==> config.mk <==
export PLATFORM = sky130hd
export DESIGN_NAME = seg_display_arbiter
export DESIGN_NICKNAME = d
export VERILOG_FILES = /design/src/rtl/seg_display_arbiter.sv
export SDC_FILE = /design/constraint.sdc
export NUM_CORES = 1
export LEC_CHECK = 0
export BUFFER_PORTS_ARGS = -buffer_cell sky130_fd_sc_hd__buf_2
export CELL_PAD_IN_SITES_DETAIL_PLACEMENT = 1
export CELL_PAD_IN_SITES_GLOBAL_PLACEMENT = 2
export CORE_MARGIN = 1
export CORE_UTILIZATION = 33
export CTS_CLUSTER_DIAMETER = 40
export DETAILED_ROUTE_END_ITERATION = 7
export GPL_ROUTABILITY_DRIVEN = 0
export PLACE_DENSITY = 0.95
export SLEW_MARGIN = 20
export SYNTH_ARGS = -nofsm -noshare
export SYNTH_HDL_FRONTEND = slang
export SYNTH_SLANG_ARGS = --single-unit
==> constraint.sdc <==
create_clock -name clk -period 6.8 [get_ports clk]
set_input_delay 0.68 -clock clk [delete_from_list [all_inputs] [get_ports clk]]
set_output_delay 0.68 -clock clk [all_outputs]
set_load 0.005 [all_outputs]
==> src/rtl/seg_display_arbiter.sv <==
// Round-robin owner of the shared 4-digit seven-segment display, with a minimum dwell per grant.
// Optional blink strobe: define SEG_ARB_BLINK_EN.
module seg_display_arbiter #(
  parameter int N_SRC     = 3,
  parameter int HOLD_CYC  = 1000,
  parameter int BLINK_CYC = 5000
) (
  input  logic                 clk,
  input  logic                 rst,
  input  logic [N_SRC-1:0]     req,
  input  logic [16*N_SRC-1:0]  val,
  input  logic [N_SRC-1:0]     blink,
  output logic [N_SRC-1:0]     gnt,
  output logic [15:0]          digito,
  output logic                 busy,
  output logic                 blank
);

  localparam int IW = $clog2(N_SRC);
  localparam int HW = $clog2(HOLD_CYC);
  localparam logic [HW-1:0] HOLD_MAX = HW'(HOLD_CYC - 1);
  localparam logic [IW-1:0] LAST_RST = IW'(N_SRC - 1);

  typedef enum logic [1:0] {IDLE, OWN, LINGER} state_t;

  state_t          state, state_next;
  logic [IW-1:0]   last, last_next;
  logic [N_SRC-1:0] gnt_next;
  logic [15:0]     digito_next;
  logic [HW-1:0]   hold_cnt, hold_next;

  logic            win_found;
  logic [IW-1:0]   win_idx;
  logic            rearb;
  logic            expired;
  logic            own_req;
  logic [15:0]     own_val;
  logic [15:0]     win_val;

  assign expired = (hold_cnt == HOLD_MAX);
  assign own_req = req[last];
  assign own_val = val[16*int'(last) +: 16];
  assign win_val = val[16*int'(win_idx) +: 16];

  // Scan from the farthest offset down so the nearest requester after `last` is written last and wins.
  always_comb begin
    win_found = 1'b0;
    win_idx   = '0;
    for (int off = N_SRC; off >= 1; off--) begin
      if (req[(int'(last) + off) % N_SRC]) begin
        win_found = 1'b1;
        win_idx   = IW'((int'(last) + off) % N_SRC);
      end
    end
  end

  always_comb begin
    // NOTE: every signal driven here gets a default first, so no path can infer a latch.
    state_next  = state;
    last_next   = last;
    gnt_next    = gnt;
    digito_next = digito;
    hold_next   = hold_cnt;
    rearb       = 1'b0;

    case (state)
      IDLE: rearb = 1'b1;
      OWN: begin
        if (expired) begin
          rearb = 1'b1;
        end else begin
          hold_next = hold_cnt + HW'(1);
          if (own_req) digito_next = own_val;
          else         state_next  = LINGER;
        end
      end
      LINGER: begin
        if (expired) begin
          rearb = 1'b1;
        end else begin
          hold_next = hold_cnt + HW'(1);
          if (own_req) begin
            state_next  = OWN;
            digito_next = own_val;
          end
        end
      end
      default: state_next = IDLE;
    endcase

    // A sole requesting owner keeps the display with its hold left saturated, so a newcomer wins at once.
    if (rearb) begin
      if (!win_found) begin
        state_next = IDLE;
        gnt_next   = '0;
      end else if (win_idx == last && state != IDLE) begin
        state_next  = OWN;
        digito_next = own_val;
      end else begin
        state_next  = OWN;
        last_next   = win_idx;
        gnt_next    = N_SRC'(1) << win_idx;
        digito_next = win_val;
        hold_next   = '0;
      end
    end
  end

  // NOTE: sequential state uses non-blocking assignments so every register samples pre-edge values.
  always_ff @(posedge clk or negedge rst) begin
    if (!rst) begin
      state    <= IDLE;
      last     <= LAST_RST;
      gnt      <= '0;
      digito   <= '0;
      hold_cnt <= '0;
    end else begin
      state    <= state_next;
      last     <= last_next;
      gnt      <= gnt_next;
      digito   <= digito_next;
      hold_cnt <= hold_next;
    end
  end

  assign busy = (state != IDLE);

`ifdef SEG_ARB_BLINK_EN
  localparam int BW = (BLINK_CYC > 1) ? $clog2(BLINK_CYC) : 1;
  localparam logic [BW-1:0] BLINK_MAX = BW'(BLINK_CYC - 1);

  logic [BW-1:0] blink_cnt;
  logic          phase;
  logic          blink_clr;

  // Any ownership change, idle, or the owner's blink going low restarts the blink from the lit phase.
  assign blink_clr = (gnt_next != gnt) || ((blink & gnt) == '0);

  always_ff @(posedge clk or negedge rst) begin
    if (!rst) begin
      blink_cnt <= '0;
      phase     <= 1'b0;
    end else if (blink_clr) begin
      blink_cnt <= '0;
      phase     <= 1'b0;
    end else if (blink_cnt == BLINK_MAX) begin
      blink_cnt <= '0;
      phase     <= ~phase;
    end else begin
      blink_cnt <= blink_cnt + BW'(1);
    end
  end

  assign blank = phase;
`else
  logic unused_blink;
  assign unused_blink = ^{blink, BLINK_CYC[0]};
  assign blank = 1'b0;
`endif

endmodule

==> results of run 1 <==
-- power groups by stage --
stage               combinational (W)  clock, W  sequential, W
floorplan                    0.000876         0       0.000328
global placement              0.00115         0       0.000349
detailed placement            0.00119         0       0.000349
CTS                           0.00119  0.000202       0.000347
global route                  0.00132  0.000210       0.000355
finish                        0.00119  0.000201       0.000345
-- per-layer routing --
layer | track usage, % | part of all wire (%) | routed length (µm)
met1 | 29.5 | 45 | 4330
met2 | 38.5 | 48 | 4650
met3 | 4.55 | 6.1 | 593
met4 | 6.57 | 1.0 | 97
met5 | 0 | 0 | 0
-- layout make-up --
type | count | area [µm²] | area share, %
well taps | 105 | 131 | 3.85
clock inverters | 2 | 37.5 | 1.10
multi-input cells | 284 | 1880 | 55.1
inverters | 11 | 41.3 | 1.21
repair buffers | 79 | 413 | 12.1
flip-flops and latches | 33 | 827 | 24.2
clock buffers | 6 | 82.6 | 2.42
-- flip-flops by register name, indices dropped and copies added, names as in the netlist --
| name | count |
|---|---|
| state | 2 |
| digito | 16 |
| gnt | 3 |
| hold_cnt | 10 |
| last | 2 |
-- synth_stat cells, types with 3 or more instances --
| cell type | n | area [µm²] |
|---|---|---|
| sky130_fd_sc_hd__xnor2_1 | 5 | 43.8 |
| sky130_fd_sc_hd__a21oi_1 | 19 | 95.1 |
| sky130_fd_sc_hd__ha_1 | 10 | 125 |
| sky130_fd_sc_hd__a211o_1 | 16 | 140 |
| sky130_fd_sc_hd__buf_2 | 6 | 30.0 |
| sky130_fd_sc_hd__nor3_1 | 4 | 20.0 |
| sky130_fd_sc_hd__xor2_1 | 3 | 26.3 |
| sky130_fd_sc_hd__mux2i_1 | 21 | 210 |
| sky130_fd_sc_hd__a31oi_1 | 12 | 75.1 |
| sky130_fd_sc_hd__inv_1 | 10 | 37.5 |
| sky130_fd_sc_hd__a22o_1 | 3 | 26.3 |
| sky130_fd_sc_hd__o221ai_1 | 5 | 43.8 |
| sky130_fd_sc_hd__clkbuf_1 | 17 | 63.8 |
| sky130_fd_sc_hd__nand2_1 | 8 | 30.0 |
| sky130_fd_sc_hd__nand3_1 | 14 | 70.1 |
| sky130_fd_sc_hd__dfrtp_1 | 32 | 801 |
| sky130_fd_sc_hd__or3_1 | 9 | 56.3 |
| sky130_fd_sc_hd__nor2b_1 | 7 | 43.8 |
| sky130_fd_sc_hd__mux2_2 | 3 | 33.8 |
| sky130_fd_sc_hd__o311ai_0 | 6 | 52.6 |
| sky130_fd_sc_hd__nor2_1 | 61 | 229 |
| sky130_fd_sc_hd__o21ai_0 | 19 | 95.1 |
| sky130_fd_sc_hd__or4_1 | 5 | 37.5 |
| sky130_fd_sc_hd__nor4_1 | 12 | 75.1 |
| sky130_fd_sc_hd__a211oi_1 | 11 | 82.6 |
| sky130_fd_sc_hd__nand4_1 | 3 | 18.8 |
-- worst max-delay path: stages, from the launching register on --
cell                      delay [ns]
sky130_fd_sc_hd__dfstp_2        0.87
sky130_fd_sc_hd__inv_1          0.16
sky130_fd_sc_hd__ha_1           0.31
sky130_fd_sc_hd__mux2i_1        0.34
sky130_fd_sc_hd__or2_2          0.37
sky130_fd_sc_hd__o211a_1        0.18
sky130_fd_sc_hd__o311a_1        0.56
sky130_fd_sc_hd__o21a_1         0.87
sky130_fd_sc_hd__mux2_1         0.38
-- worst paths after layout --
check | start | end | slack [ns] | cells past startpoint
min | rst | gnt[2]$_DFFE_PN0P_ | 0.46 | 1
max reg2reg | last[1]$_DFFE_PN1P_ | last[0]$_DFFE_PN0P_ | 2.63 | 8
min reg2reg | gnt[1]$_DFFE_PN0P_ | gnt[1]$_DFFE_PN0P_ | 0.54 | 1
max in group asynchronous | rst | hold_cnt[8]$_DFF_PN0_ | 5.84 | 1
min in group clk | gnt[1]$_DFFE_PN0P_ | gnt[1]$_DFFE_PN0P_ | 0.54 | 1
max | last[1]$_DFFE_PN1P_ | last[0]$_DFFE_PN0P_ | 2.63 | 8
-- through the flow --
| stage | power [W] | util (%) | instances |
|---|---|---|---|
| floorplan | 0.00120 | - | 356 |
| global placement | 0.00150 | 39.5 | 512 |
| detailed placement | 0.00154 | 39.5 | 512 |
| CTS | 0.00174 | 40.9 | 520 |
| global route | 0.00188 | 40.9 | 520 |
| finish | 0.00174 | 40.9 | 520 |
-- cells by family after synthesis --
kind of cell	share of synthesized area [%]
AOI/OAI and AO/OA	25.6
xor gates and xnor gates	2.44
adders and majority gates	4.36
buffers and inverters	6.01
DFF	28.8
muxes	8.88
other	0.131
and+or+nand+nor	23.8
==> flow_metrics.tcl, run 1 <==
set metrics [dict create \
    outcome "complete, no violations" \
    critical_path_required_ns 6.99 \
    cts_hold_buf 0 \
    synth-seq-cells 33 \
    grt-ovfl-total 0 \
    number_of_inserted_filler_cells_in_the_final_layout 1046 \
    area_of_the_core_um2 8340 \
    vdd_drop_max_v 0.000185 \
    relSlewSlack_pct 34.9 \
    max_clock_freq_mhz 240 \
    core.rowCount 33 \
    die_w_um 95.3 \
    clock_insertion_delay_worst_skew_ns 0.30 \
    antennaDiodeCount 0 \
    post-route-drc-count 0 \
    cts.htree.levels 2 \
    clk_skew_ns 0.00918 \
    post_route_cells_drive_above_1_share_pct 23.1 \
    synth-seq-area-share_pct 28.8 \
    worstSetupEndpointType "flip-flop" \
    hold_slack_ns 0.462 \
    final_instance_area_um2 3410 \
    synthDistinctLibCells 52 \
    number_of_flops_mapped_to_enable_cells_by_yosys 0 \
    tns_ns 0 \
    power_switching_share_pct 50.3 \
    ant_nets 0 \
    power.leakage_nw 1.50 \
    proportion_of_register_bits_with_asynchronous_set_or_reset_after_synthesis_pct 100 \
    layout.cells.most_common "sky130_fd_sc_hd__buf_2" \
    numClockSinks 33 \
    design.final.nets 480 \
    crit_path_max_fanout 25 \
    pwr_density_cell_nw_per_um2 509 \
    fin_max_slew_vios 0 \
    startpoint_type "flip-flop" \
    seqPwrFrac_pct 19.9 \
    critPathArrivalTime_ns 4.36 \
    dieHeight_um 95.3 \
    detailedRoute.firstIterationViolations 111 \
    wl_per_cell_um 18.6 \
    dpl-instance-area_um2 3290 \
    routed_via_density 5.92 \
    post_cts_resize_count 0 \
    layout_common_cells "sky130_fd_sc_hd__buf_2 (72), sky130_fd_sc_hd__nor2_1 (61), sky130_fd_sc_hd__dfrtp_1 (32)" \
    grt_util_all_layers_pct 22.9 \
    dp_hpwl_um 6710 \
    final_hold_viol_count 0 \
    postRouteWirelength_um 9670 \
    dominantRegCellSynth "sky130_fd_sc_hd__dfrtp_1" \
    cts_setup_buffers 0 \
    crit_type "flip-flop to flip-flop" \
    p_sw_w 0.000875 \
    antenna_violations_before_repair 0 \
    timing.final.ws_setup_ns 2.63 \
    vias_in_the_first_global_route 3228 \
    max-clock-path-buffers 2 \
    synth-warning-count 0 \
    synthesis.area_per_instance_um2 8.07 \
    grt_max_degree 34 \
    grt_pass1_wl_um 16000 \
    max-cap-violations 0 \
    clk_pin_slew_worst_paths_ns 0.08 \
    synth_to_final_area_change_pct 18.7 \
    worstMarginPinSlew_ns 0.977 \
    start_util_pct 34.4 \
    worst_hold_path_type "primary input to asynchronous set/reset pin" \
    fin_crit_ns 4.17 \
    power.clock.fraction_pct 11.6 \
    power.share.combinational_pct 68.5 \
    drt_pre_antenna_iters 4 \
    design.die.area_um2 9080 \
    synthCells 356 \
    setup-violations-final 0 \
    timing.final.crit_share_pct 61.3 \
    via_count 3077 \
    rsz_0062_raised_after_global_routing "no" \
    synthesis.area_um2 2870 \
    internal-power_w 0.000863 \
    clockRootBuffer "sky130_fd_sc_hd__clkbuf_8" \
    top_level_ports 77 \
    place_worst_setup_slack_ns 2.63 \
    postSynthNetCount 422 \
    place.port_buffers 72 \
    cts-buffers-inserted 5 \
    tritoncts_clock_tree "built" \
]
(Power assumes the default switching activity.)
==> run 2, diff against run 1 <==
--- a/config.mk
+++ b/config.mk
@@ -9,11 +9,11 @@
 export CELL_PAD_IN_SITES_DETAIL_PLACEMENT = 1
 export CELL_PAD_IN_SITES_GLOBAL_PLACEMENT = 2
 export CORE_MARGIN = 1
-export CORE_UTILIZATION = 33
+export CORE_UTILIZATION = 30
 export CTS_CLUSTER_DIAMETER = 40
 export DETAILED_ROUTE_END_ITERATION = 7
 export GPL_ROUTABILITY_DRIVEN = 0
-export PLACE_DENSITY = 0.95
+export PLACE_DENSITY = 0.91
 export SLEW_MARGIN = 20
 export SYNTH_ARGS = -nofsm -noshare
 export SYNTH_HDL_FRONTEND = slang
==> constraint.sdc (replaced) <==
create_clock -name clk -period 4.2 [get_ports clk]
set_input_delay 0.42 -clock clk [delete_from_list [all_inputs] [get_ports clk]]
set_output_delay 0.42 -clock clk [all_outputs]
set_load 0.005 [all_outputs]
==> run 2 against run 1 <==
Effect of this change: register-to-register slack got worse by 2.1 ns; wire length increased by 0.32%; global-route usage decreased by 2.5 points; clock-buffer cell count unchanged; critical endpoint is now digito[6]$_DFF_PN0_; largest cell class unchanged; largest power group unchanged; highest routed layer unchanged.
==> flow_metrics.tcl, run 2 (synthesis results as in run 1) <==
set metrics [dict create \
    setup-violations-final 0 \
    power.share.combinational_pct 69.3 \
    place.port_buffers 72 \
    power.clock.fraction_pct 11.2 \
    worst_hold_path_type "primary input to asynchronous set/reset pin" \
    max-cap-violations 0 \
    postRouteWirelength_um 9700 \
    drt_pre_antenna_iters 4 \
    tritoncts_clock_tree "built" \
    antenna_violations_before_repair 0 \
    internal-power_w 0.00143 \
    biggestRegsByFlops "digito: 16 flops, hold_cnt: 10 flops, gnt: 3 flops" \
    largest_register "digito" \
    crit_type "flip-flop to flip-flop" \
    relSlewSlack_pct 44.6 \
    vias_in_the_first_global_route 3295 \
    worstSetupEndpointType "flip-flop" \
    grt_max_degree 34 \
    critPathArrivalTime_ns 3.83 \
    number_of_inserted_filler_cells_in_the_final_layout 1146 \
    power.leakage_nw 1.52 \
    dieHeight_um 99.9 \
    critical_path.reg2reg.endpoint "digito[6]$_DFF_PN0_" \
    fin_max_slew_vios 0 \
    p_sw_w 0.00143 \
    max-clock-path-buffers 2 \
    final_hold_viol_count 0 \
    core.rowCount 35 \
    synth_to_final_area_change_pct 20.8 \
    cts_hold_buf 0 \
    max_clock_freq_mhz 274 \
    layout.cells.most_common "sky130_fd_sc_hd__buf_2" \
    cts_setup_buffers 0 \
    power.total_w 0.00287 \
    ant_nets 0 \
    grt-ovfl-total 0 \
    via_count 3047 \
    cts.htree.levels 2 \
    routed_via_density 5.56 \
    design.final.nets 484 \
    reg2reg_depth 7 \
    startpoint_type "flip-flop" \
    cell_count_post_placement 540 \
    rsz_0062_raised_after_global_routing "no" \
    die_w_um 99.9 \
    grt_pass1_wl_um 16200 \
    design.die.area_um2 9970 \
    worstMarginPinSlew_ns 0.824 \
    post_route_cells_drive_above_1_share_pct 23.9 \
    fin_crit_ns 3.65 \
    antennaDiodeCount 0 \
    area_of_the_core_um2 9240 \
    wl_per_cell_um 17.7 \
    clock_insertion_delay_worst_skew_ns 0.29 \
    cts-buffers-inserted 5 \
    pwr_density_cell_nw_per_um2 826 \
    tns_ns 0 \
    fin_cells 548 \
    power_switching_share_pct 50.0 \
    crit_path_max_fanout 23 \
    clk_pin_slew_worst_paths_ns 0.08 \
    rr_startpoint "last[1]$_DFFE_PN1P_" \
    layout_common_cells "sky130_fd_sc_hd__buf_2 (72), sky130_fd_sc_hd__nor2_1 (61), sky130_fd_sc_hd__dfrtp_1 (32)" \
    seqPwrFrac_pct 19.4 \
    dp_hpwl_um 7060 \
    post-route-drc-count 0 \
    reg2reg_setup_slack_ns 0.55 \
    vdd_drop_max_v 0.000290 \
    clockRootBuffer "sky130_fd_sc_hd__clkbuf_8" \
    largest_reg_flops 16 \
    post_cts_resize_count 0 \
    detailedRoute.firstIterationViolations 86 \
    top_level_ports 77 \
    start_util_pct 31.1 \
    clk_skew_ns 0.00605 \
    critical_path_required_ns 4.38 \
    outcome "complete, no violations" \
    timing.final.crit_share_pct 87.0 \
    numClockSinks 33 \
    grt_util_all_layers_pct 20.4 \
]
## run 2: area by class of cell
class	instances	area [µm²]	share of cell area, %
Clock inverter	2	37.5	1.08
Multi-Input combinational cell	284	1880	54.1
Inverter	11	41.3	1.19
Tap cell	129	161	4.65
Timing Repair Buffer	83	443	12.8
Clock buffer	6	82.6	2.38
Sequential cell	33	827	23.8
## run 2: metal layers
layer / track usage (%) / part of all wire [%] / up-vias
li1: - / - / 1447
met1: 25.3 / 44 / 1531
met2: 37.2 / 52 / 62
met3: 3.20 / 3.7 / 7
met4: 4.19 / 0.50 / 0
met5: 0 / 0 / -
## run 2: worst max-delay path by stage
stage	slack, ns	to	startpoint
after floorplan	1.01	digito[10]$_DFF_PN0_	last[1]$_DFFE_PN1P_
after global placement	0.58	digito[5]$_DFF_PN0_	last[1]$_DFFE_PN1P_
after detailed placement	0.50	digito[6]$_DFF_PN0_	last[1]$_DFFE_PN1P_
after CTS	0.48	digito[15]$_DFF_PN0_	last[1]$_DFFE_PN1P_
after global routing	0.22	digito[15]$_DFF_PN0_	last[1]$_DFFE_PN1P_
final	0.55	digito[6]$_DFF_PN0_	last[1]$_DFFE_PN1P_
## run 2: metrics by stage
step	utilization, %	setup slack, ns	instance area, µm²	hold slack (ns)
final	37.6	0.546	3470	0.217
after global routing	37.6	0.224	3470	0.283
after CTS	37.6	0.476	3470	0.242
after detailed placement	36.3	0.500	3350	0.505
after global placement	36.3	0.580	3350	0.506
after floorplan	-	1.01	2870	0.124
## run 2: power groups by stage
stage	combinational [W]	clock, W	sequential, W
after global placement	0.00191	0	0.000562
after CTS	0.00201	0.000328	0.000559
after detailed placement	0.00200	0	0.000564
after global routing	0.00220	0.000339	0.000574
after floorplan	0.00142	0	0.000531
final	0.00199	0.000322	0.000557
## run 2: critical path: stages (launching register included)
cell	delay, ns
sky130_fd_sc_hd__dfstp_2	0.84
sky130_fd_sc_hd__ha_1	0.49
sky130_fd_sc_hd__a221oi_4	0.52
sky130_fd_sc_hd__nor3_1	0.10
sky130_fd_sc_hd__or3b_1	0.62
sky130_fd_sc_hd__o21a_1	0.42
sky130_fd_sc_hd__buf_4	0.27
sky130_fd_sc_hd__a211o_1	0.27
==> run 3, diff against run 2 <==
--- a/config.mk
+++ b/config.mk
@@ -5,16 +5,16 @@
 export SDC_FILE = /design/constraint.sdc
 export NUM_CORES = 1
 export LEC_CHECK = 0
+export ABC_AREA = 1
 export BUFFER_PORTS_ARGS = -buffer_cell sky130_fd_sc_hd__buf_2
 export CELL_PAD_IN_SITES_DETAIL_PLACEMENT = 1
 export CELL_PAD_IN_SITES_GLOBAL_PLACEMENT = 2
 export CORE_MARGIN = 1
-export CORE_UTILIZATION = 30
+export CORE_UTILIZATION = 27
 export CTS_CLUSTER_DIAMETER = 40
 export DETAILED_ROUTE_END_ITERATION = 7
 export GPL_ROUTABILITY_DRIVEN = 0
-export PLACE_DENSITY = 0.91
-export SLEW_MARGIN = 20
+export PLACE_DENSITY = 0.9
 export SYNTH_ARGS = -nofsm -noshare
 export SYNTH_HDL_FRONTEND = slang
 export SYNTH_SLANG_ARGS = --single-unit
==> run 3 against run 2 <==
Effect of this change: the flow now finishes with violations (DRC); non-clock buffer count down 3; area after synthesis rose by 3.8%; combinational power shrank 95%; synthesized cell count up 37%; die area is 15% higher; hold slack got worse by 0.0073 ns; sequential share of layout area is 0.50 points lower; clock power fell by 22%; critical endpoint is now digito[3]$_DFF_PN0_; highest routed layer unchanged.
==> flow_metrics.tcl, run 3 <==
set metrics [dict create \
    fin_crit_ns 3.44 \
    clk_skew_ns 0.00999 \
    fin_max_slew_vios 0 \
    worst_path_max_delay_cell "sky130_fd_sc_hd__dfrtp_1" \
    synth-warning-count 0 \
    biggestRegsByFlops "digito: 16 flops, hold_cnt: 10 flops, gnt: 3 flops" \
    grt_util_all_layers_pct 20.7 \
    clock_insertion_delay_worst_skew_ns 0.30 \
    pwr_density_cell_nw_per_um2 191 \
    path_delay_family "simple AND/OR/NAND/NOR gates" \
    outcome "finished with violations" \
    crit_path_frequent_cell "sky130_fd_sc_hd__buf_4" \
    ys_top_cells_by_count "sky130_fd_sc_hd__nand2_1 (174), sky130_fd_sc_hd__nand3_1 (70), sky130_fd_sc_hd__inv_1 (52)" \
    die_w_um 107 \
    vdd_drop_max_v 0.0000814 \
    relSlewSlack_pct 46.4 \
    synthesis.area_um2 2980 \
    worst_hold_path_type "primary input to asynchronous set/reset pin" \
    largest_reg_flops 16 \
    max-cap-violations 0 \
    tns_ns 0 \
    synth-seq-area-share_pct 27.7 \
    number_of_flops_mapped_to_enable_cells_by_yosys 0 \
    post_route_cells_drive_above_1_share_pct 20.5 \
    layout_common_cells "sky130_fd_sc_hd__nand2_1 (174), sky130_fd_sc_hd__buf_2 (72), sky130_fd_sc_hd__nand3_1 (70)" \
    synth_to_final_area_change_pct 18.8 \
    dominantRegCellSynth "sky130_fd_sc_hd__dfrtp_1" \
    start_util_pct 27.6 \
    grt-ovfl-total 0 \
    critical_path_required_ns 4.42 \
    synthDistinctLibCells 31 \
    vias_in_the_first_global_route 3744 \
    postSynthNetCount 555 \
    synth-seq-cells 33 \
    critPathArrivalTime_ns 3.67 \
    worstMarginPinSlew_ns 0.804 \
    cts-buffers-inserted 5 \
    via_count 3475 \
    cell_count_post_placement 687 \
    top_level_ports 77 \
    dieHeight_um 107 \
    dp_hpwl_um 7950 \
    antennaDiodeCount 0 \
    fin_cells 695 \
    synth.largest_area_cell "sky130_fd_sc_hd__dfrtp_1" \
    cp_slowest_stage_delay_ns 0.61 \
    synthTopCellsByArea "sky130_fd_sc_hd__dfrtp_1 (27%), sky130_fd_sc_hd__nand2_1 (22%), sky130_fd_sc_hd__nand3_1 (12%)" \
    worstSetupEndpointType "flip-flop" \
    violations_in_the_final_reports "DRC" \
    hold_slack_ns 0.210 \
    worstPathBufferInverterCount 4 \
    crit_path_max_fanout 23 \
    max-clock-path-buffers 2 \
    tritoncts_clock_tree "built" \
    post_cts_resize_count 0 \
    grt_pass1_wl_um 18400 \
    cts_hold_buf 0 \
    wl_per_cell_um 16.2 \
    routed_via_density 5.00 \
    power.clock.fraction_pct 37.2 \
    design.final.nets 620 \
    ant_nets 0 \
    startpoint_type "flip-flop" \
    post-route-drc-count 2 \
    synthCells 489 \
    timing.final.ws_setup_ns 0.759 \
    rsz_0062_raised_after_global_routing "no" \
    synthDominantCellAreaShare_pct 26.8 \
    numClockSinks 33 \
    final_hold_viol_count 0 \
    detailedRoute.firstIterationViolations 209 \
    clockRootBuffer "sky130_fd_sc_hd__clkbuf_8" \
    setup-violations-final 0 \
    proportion_of_register_bits_with_asynchronous_set_or_reset_after_synthesis_pct 100 \
    power.leakage_nw 1.95 \
    layout.cells.most_common "sky130_fd_sc_hd__nand2_1" \
    drt_pre_antenna_iters 6 \
    place_worst_setup_slack_ns 0.804 \
    core.rowCount 38 \
    largest_register "digito" \
    post-synth-top-count-cell "sky130_fd_sc_hd__nand2_1" \
    power.share.combinational_pct 15.8 \
    antenna_violations_before_repair 0 \
    max_clock_freq_mhz 291 \
    crit_type "flip-flop to flip-flop" \
    area_of_the_core_um2 10800 \
    place.port_buffers 72 \
    synthesis.area_per_instance_um2 6.10 \
    clk_pin_slew_worst_paths_ns 0.08 \
    power_switching_share_pct 30.3 \
    p_sw_w 0.000204 \
    postRouteWirelength_um 11300 \
    cp_cell_sequence "clkinv_1 -> buf_4 -> ha_1 -> o21ai_1 -> nand2_1 -> nand4_1 -> buf_4 -> nand2_2 -> nor2_2 -> buf_4 -> nand2_1 -> nand3_1" \
    timing.final.crit_share_pct 81.9 \
    seqPwrFrac_pct 47.0 \
    design.die.area_um2 11500 \
    internal-power_w 0.000471 \
    cts_setup_buffers 0 \
    cts.htree.levels 2 \
    grt_max_degree 34 \
]
## run 3: changes by cell type after synthesis, moves of 16 or more
cell and change:
sky130_fd_sc_hd__mux2i_1 -21, sky130_fd_sc_hd__a21oi_1 -18, sky130_fd_sc_hd__nor2_1 -35, sky130_fd_sc_hd__nand2_1 +166, sky130_fd_sc_hd__o21ai_0 +20, sky130_fd_sc_hd__a211o_1 -16, sky130_fd_sc_hd__inv_1 +42, sky130_fd_sc_hd__nand3_1 +56
## run 3: power groups by stage
stage,Sequential (W),Clock [W],Combinational (W)
global route,0.000317,0.000271,0.000121
detailed placement,0.000324,0,0.000108
floorplan,0.000324,0,0.0000527
finish,0.000317,0.000251,0.000107
global placement,0.000324,0,0.000103
CTS,0.000317,0.000256,0.000108
## run 3: cells by family after synthesis
family          synth area share, %
buf+inv                        11.3
compound gates                 7.76
xor+xnor                       2.64
fa+ha+maj                      4.19
other cells                   0.126
simple gates                   46.2
flops                          27.7
## run 3: routing by layer
layer  global-route usage (%)  wire length [µm]
met3                     2.61               369
met2                     37.9              5790
met1                     24.5              4900
met4                     7.34               201
met5                        0                 0
## run 3: worst paths after layout
check	start	depth (start not counted)	slack, ns	to
worst max-delay path	last[0]$_DFFE_PN0P_	12	0.76	digito[3]$_DFF_PN0_
worst min-delay path	rst	1	0.21	hold_cnt[9]$_DFF_PN0_
worst max register to register	last[0]$_DFFE_PN0P_	12	0.76	digito[3]$_DFF_PN0_
worst min register to register	gnt[1]$_DFFE_PN0P_	2	0.53	gnt[1]$_DFFE_PN0P_
max in group asynchronous	rst	1	3.47	digito[8]$_DFF_PN0_
min in group clk	val[44]	5	0.45	digito[12]$_DFF_PN0_
## run 3: area by class of cell
| type | instances | area (µm²) |
|---|---|---|
| Tap cell | 140 | 175 |
| Clock buffer | 5 | 68.8 |
| Inverter | 58 | 218 |
| Timing Repair Buffer | 80 | 420 |
| Sequential cell | 33 | 827 |
| Multi-Input combinational cell | 376 | 1820 |
| Fill cell | 1451 | 7250 |
| Clock inverter | 3 | 17.5 |
## run 3: through the flow
stage                     util [%]  area [µm²]  total power [W]
final                         32.8        3540         0.000675
after global routing          32.8        3540         0.000710
after CTS                     32.8        3540         0.000682
after detailed placement      32.0        3460         0.000432
after global placement        32.0        3460         0.000427
after floorplan                  -        2980         0.000377
## run 3: worst register-to-register path, cell delays in order, from the launching register on
cell                       delay (ns)
sky130_fd_sc_hd__dfrtp_1         0.61
sky130_fd_sc_hd__clkinv_1        0.18
sky130_fd_sc_hd__buf_4           0.26
sky130_fd_sc_hd__ha_1            0.25
sky130_fd_sc_hd__o21ai_1         0.22
sky130_fd_sc_hd__nand2_1         0.14
sky130_fd_sc_hd__nand4_1         0.13
sky130_fd_sc_hd__buf_4           0.24
sky130_fd_sc_hd__nand2_2         0.26
sky130_fd_sc_hd__nor2_2          0.44
sky130_fd_sc_hd__buf_4           0.40
sky130_fd_sc_hd__nand2_1         0.13
sky130_fd_sc_hd__nand3_1         0.11
